### config.mk
export PLATFORM = sky130hd
export DESIGN_NAME = pipe_ctrl_flat
export DESIGN_NICKNAME = d
export VERILOG_FILES = /design/src/rtl/pipe_ctrl_pkg.sv /design/src/rtl/pipe_ctrl_if.sv /design/src/rtl/pipe_ctrl_stall_cnt_sat.sv /design/src/rtl/pipe_ctrl.sv /design/src/flat_wrapper.sv
export SDC_FILE = /design/constraint.sdc
export NUM_CORES = 1
export LEC_CHECK = 0
export ABC_CLOCK_PERIOD_IN_PS = 3100
export CAP_MARGIN = 0
export CELL_PAD_IN_SITES_DETAIL_PLACEMENT = 1
export CELL_PAD_IN_SITES_GLOBAL_PLACEMENT = 1
export CORE_ASPECT_RATIO = 0.6
export CORE_MARGIN = 2
export CORE_UTILIZATION = 34
export CTS_CLUSTER_DIAMETER = 120
export DETAILED_ROUTE_END_ITERATION = 8
export GPL_TIMING_DRIVEN = 0
export PLACE_DENSITY = 0.79
export RECOVER_POWER = 100
export SLEW_MARGIN = 40
export SYNTH_ARGS = -nofsm -noshare
export SYNTH_HDL_FRONTEND = slang
export SYNTH_SLANG_ARGS = --single-unit
export TNS_END_PERCENT = 20
### constraint.sdc
create_clock -name clk -period 3.1 [get_ports clk]
set_input_delay 0.93 -clock clk [delete_from_list [all_inputs] [get_ports clk]]
set_output_delay 0.93 -clock clk [all_outputs]
set_load 0.02 [all_outputs]
### src/rtl/pipe_ctrl_pkg.sv
// Shared types and constants for the pipeline stall/flush scheduler.
package pipe_ctrl_pkg;

    typedef enum logic [1:0] {
        ST_RUN      = 2'd0,
        ST_EXC_WAIT = 2'd1,
        ST_REDIRECT = 2'd2
    } state_e;

    localparam logic [31:0] DEF_EXC_BASE    = 32'hBFC0_0200;
    localparam logic [31:0] DEF_REFILL_OFF  = 32'h0000_0000;
    localparam logic [31:0] DEF_GENERAL_OFF = 32'h0000_0180;

    // Enable vector: PC plus the four pipeline registers, shallowest first.
    localparam int STG_PC     = 0;
    localparam int STG_IF_ID  = 1;
    localparam int STG_ID_EX  = 2;
    localparam int STG_EX_MEM = 3;
    localparam int STG_MEM_WB = 4;
    localparam int NUM_EN     = 5;

    // Flush vector: the four pipeline registers only.
    localparam int FL_IF_ID  = 0;
    localparam int FL_ID_EX  = 1;
    localparam int FL_EX_MEM = 2;
    localparam int FL_MEM_WB = 3;
    localparam int NUM_FL    = 4;

    function automatic logic [31:0] exc_target(
        input logic        is_eret,
        input logic        is_refill,
        input logic        exl,
        input logic [31:0] epc,
        input logic [31:0] base,
        input logic [31:0] refill_off,
        input logic [31:0] general_off
    );
        logic [31:0] off;
        off = (is_refill && !exl) ? refill_off : general_off;
        return is_eret ? epc : (base + off);
    endfunction

endpackage

### src/rtl/pipe_ctrl_if.sv
// Request/strobe bundle between the pipeline datapath and the stall/flush scheduler.
interface pipe_ctrl_if #(
    parameter int CNT_W = 32
);
    logic             stallreq_if;
    logic             stallreq_id;
    logic             stallreq_ex;
    logic             stallreq_mem;
    logic             if_busy;
    logic             except_valid;
    logic             except_is_eret;
    logic             except_is_refill;
    logic             cp0_exl;
    logic [31:0]      cp0_epc;
    logic             en_pc;
    logic             en_if_id;
    logic             en_id_ex;
    logic             en_ex_mem;
    logic             en_mem_wb;
    logic             flush_if_id;
    logic             flush_id_ex;
    logic             flush_ex_mem;
    logic             flush_mem_wb;
    logic             redirect_valid;
    logic [31:0]      redirect_pc;
    logic             exc_pending;
    logic [CNT_W-1:0] stall_cycles;

    modport master (
        output stallreq_if, stallreq_id, stallreq_ex, stallreq_mem, if_busy,
               except_valid, except_is_eret, except_is_refill, cp0_exl, cp0_epc,
        input  en_pc, en_if_id, en_id_ex, en_ex_mem, en_mem_wb,
               flush_if_id, flush_id_ex, flush_ex_mem, flush_mem_wb,
               redirect_valid, redirect_pc, exc_pending, stall_cycles
    );

    modport slave (
        input  stallreq_if, stallreq_id, stallreq_ex, stallreq_mem, if_busy,
               except_valid, except_is_eret, except_is_refill, cp0_exl, cp0_epc,
        output en_pc, en_if_id, en_id_ex, en_ex_mem, en_mem_wb,
               flush_if_id, flush_id_ex, flush_ex_mem, flush_mem_wb,
               redirect_valid, redirect_pc, exc_pending, stall_cycles
    );
endinterface

### src/rtl/pipe_ctrl_stall_cnt_sat.sv
// Generic saturating up-counter with increment enable; sticks at all-ones.
module stall_cnt_sat #(
    parameter int W = 32
) (
    input  logic         clk,
    input  logic         rst_n,
    input  logic         inc,
    output logic [W-1:0] count
);
    logic [W-1:0] count_r;

    // Count up while enabled, holding once the maximum value is reached.
    always_ff @(posedge clk or negedge rst_n) begin
        if (!rst_n) begin
            count_r <= {W{1'b0}};
        end else if (inc && (count_r != {W{1'b1}})) begin
            count_r <= count_r + {{(W-1){1'b0}}, 1'b1};
        end
    end

    assign count = count_r;
endmodule

### src/rtl/pipe_ctrl.sv
// Pipeline stall/flush scheduler: per-stage enables/flushes, delayed exception redirect, stall counter.
module pipe_ctrl
    import pipe_ctrl_pkg::*;
#(
    parameter logic [31:0] EXC_BASE    = DEF_EXC_BASE,
    parameter logic [31:0] REFILL_OFF  = DEF_REFILL_OFF,
    parameter logic [31:0] GENERAL_OFF = DEF_GENERAL_OFF,
    parameter int          CNT_W       = 32
) (
    input  logic           clk,
    input  logic           rst,
    pipe_ctrl_if.slave     bus
);
    state_e             state_r;
    state_e             next_state_s;
    logic [31:0]        target_r;
    logic [31:0]        target_s;
    logic               latch_s;
    logic [NUM_EN-1:0]  en_s;
    logic [NUM_FL-1:0]  flush_s;
    logic               redirect_valid_s;
    logic [31:0]        redirect_pc_s;
    logic [CNT_W-1:0]   cnt_s;

    assign target_s = exc_target(bus.except_is_eret, bus.except_is_refill, bus.cp0_exl,
                                 bus.cp0_epc, EXC_BASE, REFILL_OFF, GENERAL_OFF);

    // FSM state and the redirect target held across an outstanding fetch.
    always_ff @(posedge clk or negedge rst) begin
        if (!rst) begin
            state_r  <= ST_RUN;
            target_r <= 32'h0000_0000;
        end else begin
            state_r <= next_state_s;
            if (latch_s) begin
                target_r <= target_s;
            end
        end
    end

    // Next-state and strobe generation; reset level forces the quiescent pattern asynchronously.
    always_comb begin
        next_state_s     = state_r;
        latch_s          = 1'b0;
        en_s             = {NUM_EN{1'b1}};
        flush_s          = {NUM_FL{1'b0}};
        redirect_valid_s = 1'b0;
        redirect_pc_s    = 32'h0000_0000;
        if (!rst) begin
            en_s         = {NUM_EN{1'b0}};
            flush_s      = {NUM_FL{1'b1}};
            next_state_s = ST_RUN;
        end else begin
            case (state_r)
                ST_RUN: begin
                    if (bus.except_valid) begin
                        // The trapping instruction never issued its access, so stalls are moot.
                        en_s    = {NUM_EN{1'b0}};
                        flush_s = {NUM_FL{1'b1}};
                        if (!bus.if_busy) begin
                            redirect_valid_s = 1'b1;
                            redirect_pc_s    = target_s;
                            en_s[STG_PC]     = 1'b1;
                        end else begin
                            latch_s      = 1'b1;
                            next_state_s = ST_EXC_WAIT;
                        end
                    end else if (bus.stallreq_mem) begin
                        en_s[STG_EX_MEM:STG_PC] = 4'b0000;
                        flush_s[FL_MEM_WB]      = 1'b1;
                    end else if (bus.stallreq_ex) begin
                        en_s[STG_ID_EX:STG_PC] = 3'b000;
                        flush_s[FL_EX_MEM]     = 1'b1;
                    end else if (bus.stallreq_id) begin
                        en_s[STG_IF_ID:STG_PC] = 2'b00;
                        flush_s[FL_ID_EX]      = 1'b1;
                    end else if (bus.stallreq_if) begin
                        en_s[STG_PC]       = 1'b0;
                        flush_s[FL_IF_ID]  = 1'b1;
                    end else begin
                        en_s = {NUM_EN{1'b1}};
                    end
                end
                ST_EXC_WAIT: begin
                    en_s    = {NUM_EN{1'b0}};
                    flush_s = {NUM_FL{1'b1}};
                    if (!bus.if_busy) begin
                        next_state_s = ST_REDIRECT;
                    end else begin
                        next_state_s = ST_EXC_WAIT;
                    end
                end
                ST_REDIRECT: begin
                    en_s             = {NUM_EN{1'b0}};
                    en_s[STG_PC]     = 1'b1;
                    flush_s          = {NUM_FL{1'b1}};
                    redirect_valid_s = 1'b1;
                    redirect_pc_s    = target_r;
                    next_state_s     = ST_RUN;
                end
                default: begin
                    en_s         = {NUM_EN{1'b0}};
                    flush_s      = {NUM_FL{1'b1}};
                    next_state_s = ST_RUN;
                end
            endcase
        end
    end

    stall_cnt_sat #(
        .W (CNT_W)
    ) u_stall_cnt (
        .clk   (clk),
        .rst_n (rst),
        .inc   (~en_s[STG_PC]),
        .count (cnt_s)
    );

    assign bus.en_pc          = en_s[STG_PC];
    assign bus.en_if_id       = en_s[STG_IF_ID];
    assign bus.en_id_ex       = en_s[STG_ID_EX];
    assign bus.en_ex_mem      = en_s[STG_EX_MEM];
    assign bus.en_mem_wb      = en_s[STG_MEM_WB];
    assign bus.flush_if_id    = flush_s[FL_IF_ID];
    assign bus.flush_id_ex    = flush_s[FL_ID_EX];
    assign bus.flush_ex_mem   = flush_s[FL_EX_MEM];
    assign bus.flush_mem_wb   = flush_s[FL_MEM_WB];
    assign bus.redirect_valid = redirect_valid_s;
    assign bus.redirect_pc    = redirect_pc_s;
    assign bus.exc_pending    = (state_r != ST_RUN);
    assign bus.stall_cycles   = cnt_s;
endmodule

### src/flat_wrapper.sv
// flat-port wrapper written by rule: the top's interface ports become plain ports
module pipe_ctrl_flat import pipe_ctrl_pkg::*;
#(
    parameter logic [31:0] EXC_BASE    = DEF_EXC_BASE,
    parameter logic [31:0] REFILL_OFF  = DEF_REFILL_OFF,
    parameter logic [31:0] GENERAL_OFF = DEF_GENERAL_OFF,
    parameter int          CNT_W       = 32
)
  (clk, rst, bus_stallreq_if, bus_stallreq_id, bus_stallreq_ex, bus_stallreq_mem, bus_if_busy, bus_except_valid, bus_except_is_eret, bus_except_is_refill, bus_cp0_exl, bus_cp0_epc, bus_en_pc, bus_en_if_id, bus_en_id_ex, bus_en_ex_mem, bus_en_mem_wb, bus_flush_if_id, bus_flush_id_ex, bus_flush_ex_mem, bus_flush_mem_wb, bus_redirect_valid, bus_redirect_pc, bus_exc_pending, bus_stall_cycles);
  pipe_ctrl_if #(.CNT_W(CNT_W)) bus_i ();
  input  logic clk;
  input  logic rst;
  input wire logic [$bits(bus_i.stallreq_if)-1:0] bus_stallreq_if;
  input wire logic [$bits(bus_i.stallreq_id)-1:0] bus_stallreq_id;
  input wire logic [$bits(bus_i.stallreq_ex)-1:0] bus_stallreq_ex;
  input wire logic [$bits(bus_i.stallreq_mem)-1:0] bus_stallreq_mem;
  input wire logic [$bits(bus_i.if_busy)-1:0] bus_if_busy;
  input wire logic [$bits(bus_i.except_valid)-1:0] bus_except_valid;
  input wire logic [$bits(bus_i.except_is_eret)-1:0] bus_except_is_eret;
  input wire logic [$bits(bus_i.except_is_refill)-1:0] bus_except_is_refill;
  input wire logic [$bits(bus_i.cp0_exl)-1:0] bus_cp0_exl;
  input wire logic [$bits(bus_i.cp0_epc)-1:0] bus_cp0_epc;
  output wire logic [$bits(bus_i.en_pc)-1:0] bus_en_pc;
  output wire logic [$bits(bus_i.en_if_id)-1:0] bus_en_if_id;
  output wire logic [$bits(bus_i.en_id_ex)-1:0] bus_en_id_ex;
  output wire logic [$bits(bus_i.en_ex_mem)-1:0] bus_en_ex_mem;
  output wire logic [$bits(bus_i.en_mem_wb)-1:0] bus_en_mem_wb;
  output wire logic [$bits(bus_i.flush_if_id)-1:0] bus_flush_if_id;
  output wire logic [$bits(bus_i.flush_id_ex)-1:0] bus_flush_id_ex;
  output wire logic [$bits(bus_i.flush_ex_mem)-1:0] bus_flush_ex_mem;
  output wire logic [$bits(bus_i.flush_mem_wb)-1:0] bus_flush_mem_wb;
  output wire logic [$bits(bus_i.redirect_valid)-1:0] bus_redirect_valid;
  output wire logic [$bits(bus_i.redirect_pc)-1:0] bus_redirect_pc;
  output wire logic [$bits(bus_i.exc_pending)-1:0] bus_exc_pending;
  output wire logic [$bits(bus_i.stall_cycles)-1:0] bus_stall_cycles;
  assign bus_i.stallreq_if = bus_stallreq_if;
  assign bus_i.stallreq_id = bus_stallreq_id;
  assign bus_i.stallreq_ex = bus_stallreq_ex;
  assign bus_i.stallreq_mem = bus_stallreq_mem;
  assign bus_i.if_busy = bus_if_busy;
  assign bus_i.except_valid = bus_except_valid;
  assign bus_i.except_is_eret = bus_except_is_eret;
  assign bus_i.except_is_refill = bus_except_is_refill;
  assign bus_i.cp0_exl = bus_cp0_exl;
  assign bus_i.cp0_epc = bus_cp0_epc;
  assign bus_en_pc = bus_i.en_pc;
  assign bus_en_if_id = bus_i.en_if_id;
  assign bus_en_id_ex = bus_i.en_id_ex;
  assign bus_en_ex_mem = bus_i.en_ex_mem;
  assign bus_en_mem_wb = bus_i.en_mem_wb;
  assign bus_flush_if_id = bus_i.flush_if_id;
  assign bus_flush_id_ex = bus_i.flush_id_ex;
  assign bus_flush_ex_mem = bus_i.flush_ex_mem;
  assign bus_flush_mem_wb = bus_i.flush_mem_wb;
  assign bus_redirect_valid = bus_i.redirect_valid;
  assign bus_redirect_pc = bus_i.redirect_pc;
  assign bus_exc_pending = bus_i.exc_pending;
  assign bus_stall_cycles = bus_i.stall_cycles;
  pipe_ctrl #(.EXC_BASE(EXC_BASE), .REFILL_OFF(REFILL_OFF), .GENERAL_OFF(GENERAL_OFF), .CNT_W(CNT_W)) u_core (.clk(clk), .rst(rst), .bus(bus_i));
endmodule
* Yosys cells after proc, flatten, opt, wreduce, memory -nomap -nowiden *
Cells that the tools add are included.

operators by class
  reduce and logical (&&, ||, !) cells = 6
  multipliers = 0
  multiplexer cells = 36
  $add $sub $neg = 2
  bitwise gates (word level) = 1
  $lt $le $gt $ge = 0
  shift operators = 0
  eq/ne operators = 5
  div/mod/pow operators = 0

operators by type and width
  operator                                                         number
  32-bit two-way mux                                               4
  32-bit case mux with 2 select lines                              1
  32-bit by 1-bit adder with 32-bit output, second input constant  1
  32-bit adder, first input constant                               1
  32-bit inequality test, second input constant                    1
  4-bit two-way mux                                                4
  1-bit two-way mux                                                13
  2-bit two-way mux                                                6
  5-bit two-way mux                                                2
  5-bit case mux with 2 select lines                               1
  9-bit two-way mux                                                1
  3-bit two-way mux                                                2
  3-bit inequality test, second input constant                     2
  2-bit case mux with 2 select lines                               1
  2-bit by 1-bit == test with 1-bit output, second input constant  1
  2-bit == test, second input constant                             1
  1-bit logical AND                                                2
  2-bit logical NOT                                                1
  1-bit case mux with 2 select lines                               1
  2-bit AND reduction                                              1
  2-bit nonzero test                                               1
  1-bit logical NOT                                                1
  1-bit NOT                                                        1

storage, ports and cells
  register bits after elaboration = 66
  memory bits (writable) = 0
  word-level logic and storage cells = 53
  output and inout bits = 75
  latch bits = 0
  ROM bits = 0
  memories kept = 0
  input port bits = 43

* Logic depth before layout (Yosys ltp) *
Gate-level depths: netlist of run 1.

  depth after elaboration = 9
  depth in mapped cells = 8
  depth with buffers taken out = 6

* By module *
A second synthesis of run 1 with hierarchy kept.

unflattened totals
  cell total of the unflattened synthesis = 390
  area total of the unflattened synthesis = 3689.8 um^2

by module, submodules not included
  module         cells an instance  area an instance (um^2)  seq. area each (um^2)  instances
  pipe_ctrl      234                2079.5                   850.8                  1
  stall_cnt_sat  156                1610.3                   800.8                  1

* Worst setup path after synthesis of run 1 *
Ideal clock, no wire load.

  path type = input to output
  start = input port rst
  end = output port bus_en_pc
  buffers on the path = 2
  slack = 0.060 ns
  stages on the path = 7
  arrival = 2.110 ns
  required time = 2.170 ns
  path through = nand2b_1 > clkbuf_1 > a21o_1 > inv_1 > nor2_1 > clkbuf_1 > inv_2

on the way
  word-level cells in the longest chain between the ends = 1

ends and longest elaborated chain
  element             RTL line            RTL
  start: declaration  flat_wrapper.sv:12  input logic rst;
  5-bit two-way mux   pipe_ctrl.sv:49     if (!rst) begin
  end: declaration    flat_wrapper.sv:23  output wire logic [$bits(bus_i.en_pc)-1:0] bus_en_pc;

Every way passes these cells.

* Worst setup path in the final report of run 1 *
  start = input port bus_stallreq_id
  end = output port bus_en_pc

on the way
  word-level cells in the longest chain between the ends = 6

ends and longest elaborated chain
  element                             RTL line            RTL
  start: declaration                  flat_wrapper.sv:14  input wire logic [$bits(bus_i.stallreq_id)-1:0] bus_stallreq_id;
  2-bit two-way mux                   pipe_ctrl.sv:74     end else if (bus.stallreq_id) begin
  3-bit two-way mux                   pipe_ctrl.sv:71     end else if (bus.stallreq_ex) begin
  4-bit two-way mux                   pipe_ctrl.sv:68     end else if (bus.stallreq_mem) begin
  5-bit two-way mux                   pipe_ctrl.sv:56     if (bus.except_valid) begin
  5-bit case mux with 2 select lines  pipe_ctrl.sv:54     case (state_r)
  5-bit two-way mux                   pipe_ctrl.sv:49

Every way passes these cells.

==> results of run 1 <==
-- worst paths after layout --
path / startpoint / endpoint / slack [ns] / cells past startpoint
setup / recovery: bus_stallreq_id / bus_en_pc / -0.02 / 7
hold / removal: rst / u_core.target_r[15]$_DFFE_PN0P_ / 0.41 / 1
setup reg to reg: u_core.u_stall_cnt.count[28]$_DFFE_PN0P_ / u_core.u_stall_cnt.count[1]$_DFFE_PN0P_ / 0.35 / 6
hold reg to reg: u_core.state_r[1]$_DFFE_PN0P_ / u_core.state_r[1]$_DFFE_PN0P_ / 0.47 / 1
max in group asynchronous: rst / u_core.target_r[11]$_DFFE_PN0P_ / 0.85 / 2
min in group clk: u_core.state_r[1]$_DFFE_PN0P_ / u_core.state_r[1]$_DFFE_PN0P_ / 0.47 / 1
-- logic make-up after synthesis --
group / after synthesis / synth area share [%]
simple gates: 179 / 25.4
xor+xnor: 29 / 7.20
fa+ha+maj: 1 / 0.355
flops: 66 / 46.8
compound gates: 62 / 12.2
mux: 13 / 4.15
buf+inv: 34 / 3.83
-- area by class of cell --
class | count | area, um^2
Sequential cell | 66 | 1650
Clock buffer | 9 | 225
Multi-Input combinational cell | 284 | 1790
Inverter | 12 | 45.0
Timing Repair Buffer | 129 | 1140
Tap cell | 135 | 169
Clock inverter | 7 | 189
Buffer | 21 | 129
Fill cell | 1147 | 4640
-- metal layers --
layer	vias up	GRT usage (%)
li1	1651	-
met1	1834	33.7
met2	78	37.1
met3	13	4.27
met4	0	6.16
met5	-	0
-- placed cells by master (no fill, tap or decap), types with 3 or more instances in the layout --
master	instances
xnor2_1	16
clkbuf_8	3
buf_6	4
dfrtp_1	66
nand2_1	53
nand4_1	12
xor2_1	13
nor4_1	10
nor2_1	41
clkdlybuf4s15_1	3
buf_4	13
clkbuf_16	10
nand2b_1	10
dlygate4sd2_1	4
nand3_1	13
and3_1	12
and4_1	3
nor3_1	6
dlygate4sd3_1	33
bufinv_16	6
buf_2	8
inv_1	10
clkbuf_2	31
clkdlybuf4s50_1	35
clkbuf_1	8
o21ai_0	22
mux2_2	12
a32oi_1	19
a22oi_1	12
-- stage by stage --
stage | TNS, ns | cell area (um^2) | utilization [%]
2_1_floorplan | 0 | 3530 | -
3_3_place_gp | -384.21 | 4870 | 48.7
3_5_place_dp | -48.52 | 4910 | 49.1
4_1_cts | -0.0160 | 5440 | 54.5
5_1_grt | -0.178 | 5350 | 53.6
6_report | -0.0225 | 5350 | 53.6
-- flip-flops by register name, indices dropped and copies added (netlist names) --
register	cells
u_core.state_r	2
u_core.target_r	32
u_core.u_stall_cnt.count	32
-- critical path: cells and delay by family --
family	cells	cell delay [ns]
and+or+nand+nor	3	0.86
buffers and inverters	4	0.40
-- power by group through the flow --
stage          logic (mW)  clock network, mW  registers [mW]
2_1_floorplan       0.234                  0            1.13
3_3_place_gp        0.540                  0            1.10
3_5_place_dp        0.564                  0            1.10
4_1_cts             0.595               1.45            1.09
5_1_grt             0.615               1.48            1.11
6_report            0.566               1.43            1.09
-- what timing repair did --
| action | 4_1_cts | 5_1_grt |
|---|---|---|
| endpoints found under the setup margin | 42 | 36 |
| resized for setup | 203 | 30 |
| pin swaps | 6 | 3 |
| endpoints found under the hold margin | 0 | 0 |
| cloned | 5 | 0 |
| setup buffers | 6 | 0 |
==> metrics.yaml, run 1 <==
synth:
  ys_ff_latch: 66
  synth_edf_count: 0
  yosys-top-cells-area: "dfrtp_1, nand2_1, a32oi_1"
  async_flop_share_pct: 100
  synth_top_area_share_pct: 46.8
  ys_seq_area_share_pct: 46.8
  syn_inst: 384
  yosys_most_used_dff: "dfrtp_1"
  synth_common_cells: "dfrtp_1, nand2_1, nor2_1"
  synth_area_um2: 3530
  syn_nets: 428
  yosysTopAreaCell: "dfrtp_1"
  ys_warn_count: 0
  syn_avg_cell_area_um2: 9.18
  synth.most_common_cell: "dfrtp_1"
  synth_cell_types: 41
sta:
  rsz0062_at_grt: "yes"
  hold_viol: 0
  max_slew_margin_pct: -15.1
  whs_ns: 0.405
  fin_crit_ns: 3.12
  finalClockSkew_ns: 0.00817
  post-route-period-util_pct: 101
  worst_slack_ns: -0.0225
  max_freq_mhz: 320
  slew_violations: 29
  worst_slew_pin_slew_ns: 1.73
  setup-violations-final: 1
layout:
  fin_cells: 663
  final_net_count: 567
  area.growth.synth_to_final_pct: 51.7
  diodes: 0
  drive_gt1_share_pct: 20.1
pwr:
  pwr-share-comb_pct: 18.3
  power_mw: 3.09
  p_switching_uw: 800
  swShare_pct: 25.9
  seqPwrFrac_pct: 35.3
  pwr-share-clk_pct: 46.3
  leakage_nw: 2.49
  p_per_area_nw_per_um2: 577
  peakVddDrop_uv: 358
  internal_power_mw: 2.29
setup_path:
  cp_slowest_cell: "or3_4"
  critical_path.max_fanout: 3
  arrival_ns: 2.19
  crit_required_ns: 2.17
  path_class: "primary input to primary output"
  worstSetupEndpointType: "primary output"
  crit_path_frequent_cell: "buf_6"
  max_stage_delay_ns: 0.41
  startpoint_type: "primary input"
  path_cells: "buf_6, or3_4, nor4_4, nor2_2, clkbuf_8, inv_2, buf_6"
floorplan:
  io_pins: 118
  die_x_um: 135
  core_um2: 9980
  floorplan.initialDensity_pct: 35.3
  dieArea_um2: 11200
  fp.dieH_um: 82.9
  rows: 28
routing:
  wl_met1_mm: 6.27
  drt-vias-per-instance: 5.39
  antenna_left: 0
  wl_met3_um: 459
  drt_pass1_iterations: 5
  drt_iter0_markers: 178
  wl_mm: 12.8
  route.met2.wl_mm: 5.84
  route.top_layer_used: "met4"
  drc: 0
  wire_per_inst_um: 19.3
  num_vias: 3576
clock_tree:
  clock_latency_ns: 0.33
  holdBufCountCts: 0
  htree_levels: 3
  root_buffer: "clkbuf_16"
  cts_buffers: 9
  cts_sinks: 66
  cts_tree: "yes"
  clkTransAtPathRegs_ns: 0.06
  clock_path_buffers: 2
place:
  port_buffers: 117
  dp.final_hpwl_mm: 8.92
  gp_congestion: 0.819
  place_inst: 637
  dp_slack_ns: -1.38
outcome:
  violations: "max-capacitance violations, max-slew violations, negative setup slack"
  status: "complete, but fails checks"
global_routing:
  grt_pass1_vias: 3794
  grtUsageTotal_pct: 23.6
  antenna_found_initial: 0
  grt_max_degree: 29
  overflow: 0
  grt_pass1_wl_mm: 20.8
flow_run:
  maxCapViolCount: 1
hold_path:
  min_path_type: "primary input to async pin"
(Power assumes the default switching activity.)
==> run 2, diff against run 1 <==
--- a/config.mk
+++ b/config.mk
@@ -12,7 +12,7 @@
 export CORE_ASPECT_RATIO = 0.6
 export CORE_MARGIN = 2
 export CORE_UTILIZATION = 34
-export CTS_CLUSTER_DIAMETER = 120
+export CTS_CLUSTER_DIAMETER = 50
 export DETAILED_ROUTE_END_ITERATION = 8
 export GPL_TIMING_DRIVEN = 0
 export PLACE_DENSITY = 0.79
==> results of run 2 <==
No change in the layout: final DEF, timing and power equal those of run 1.
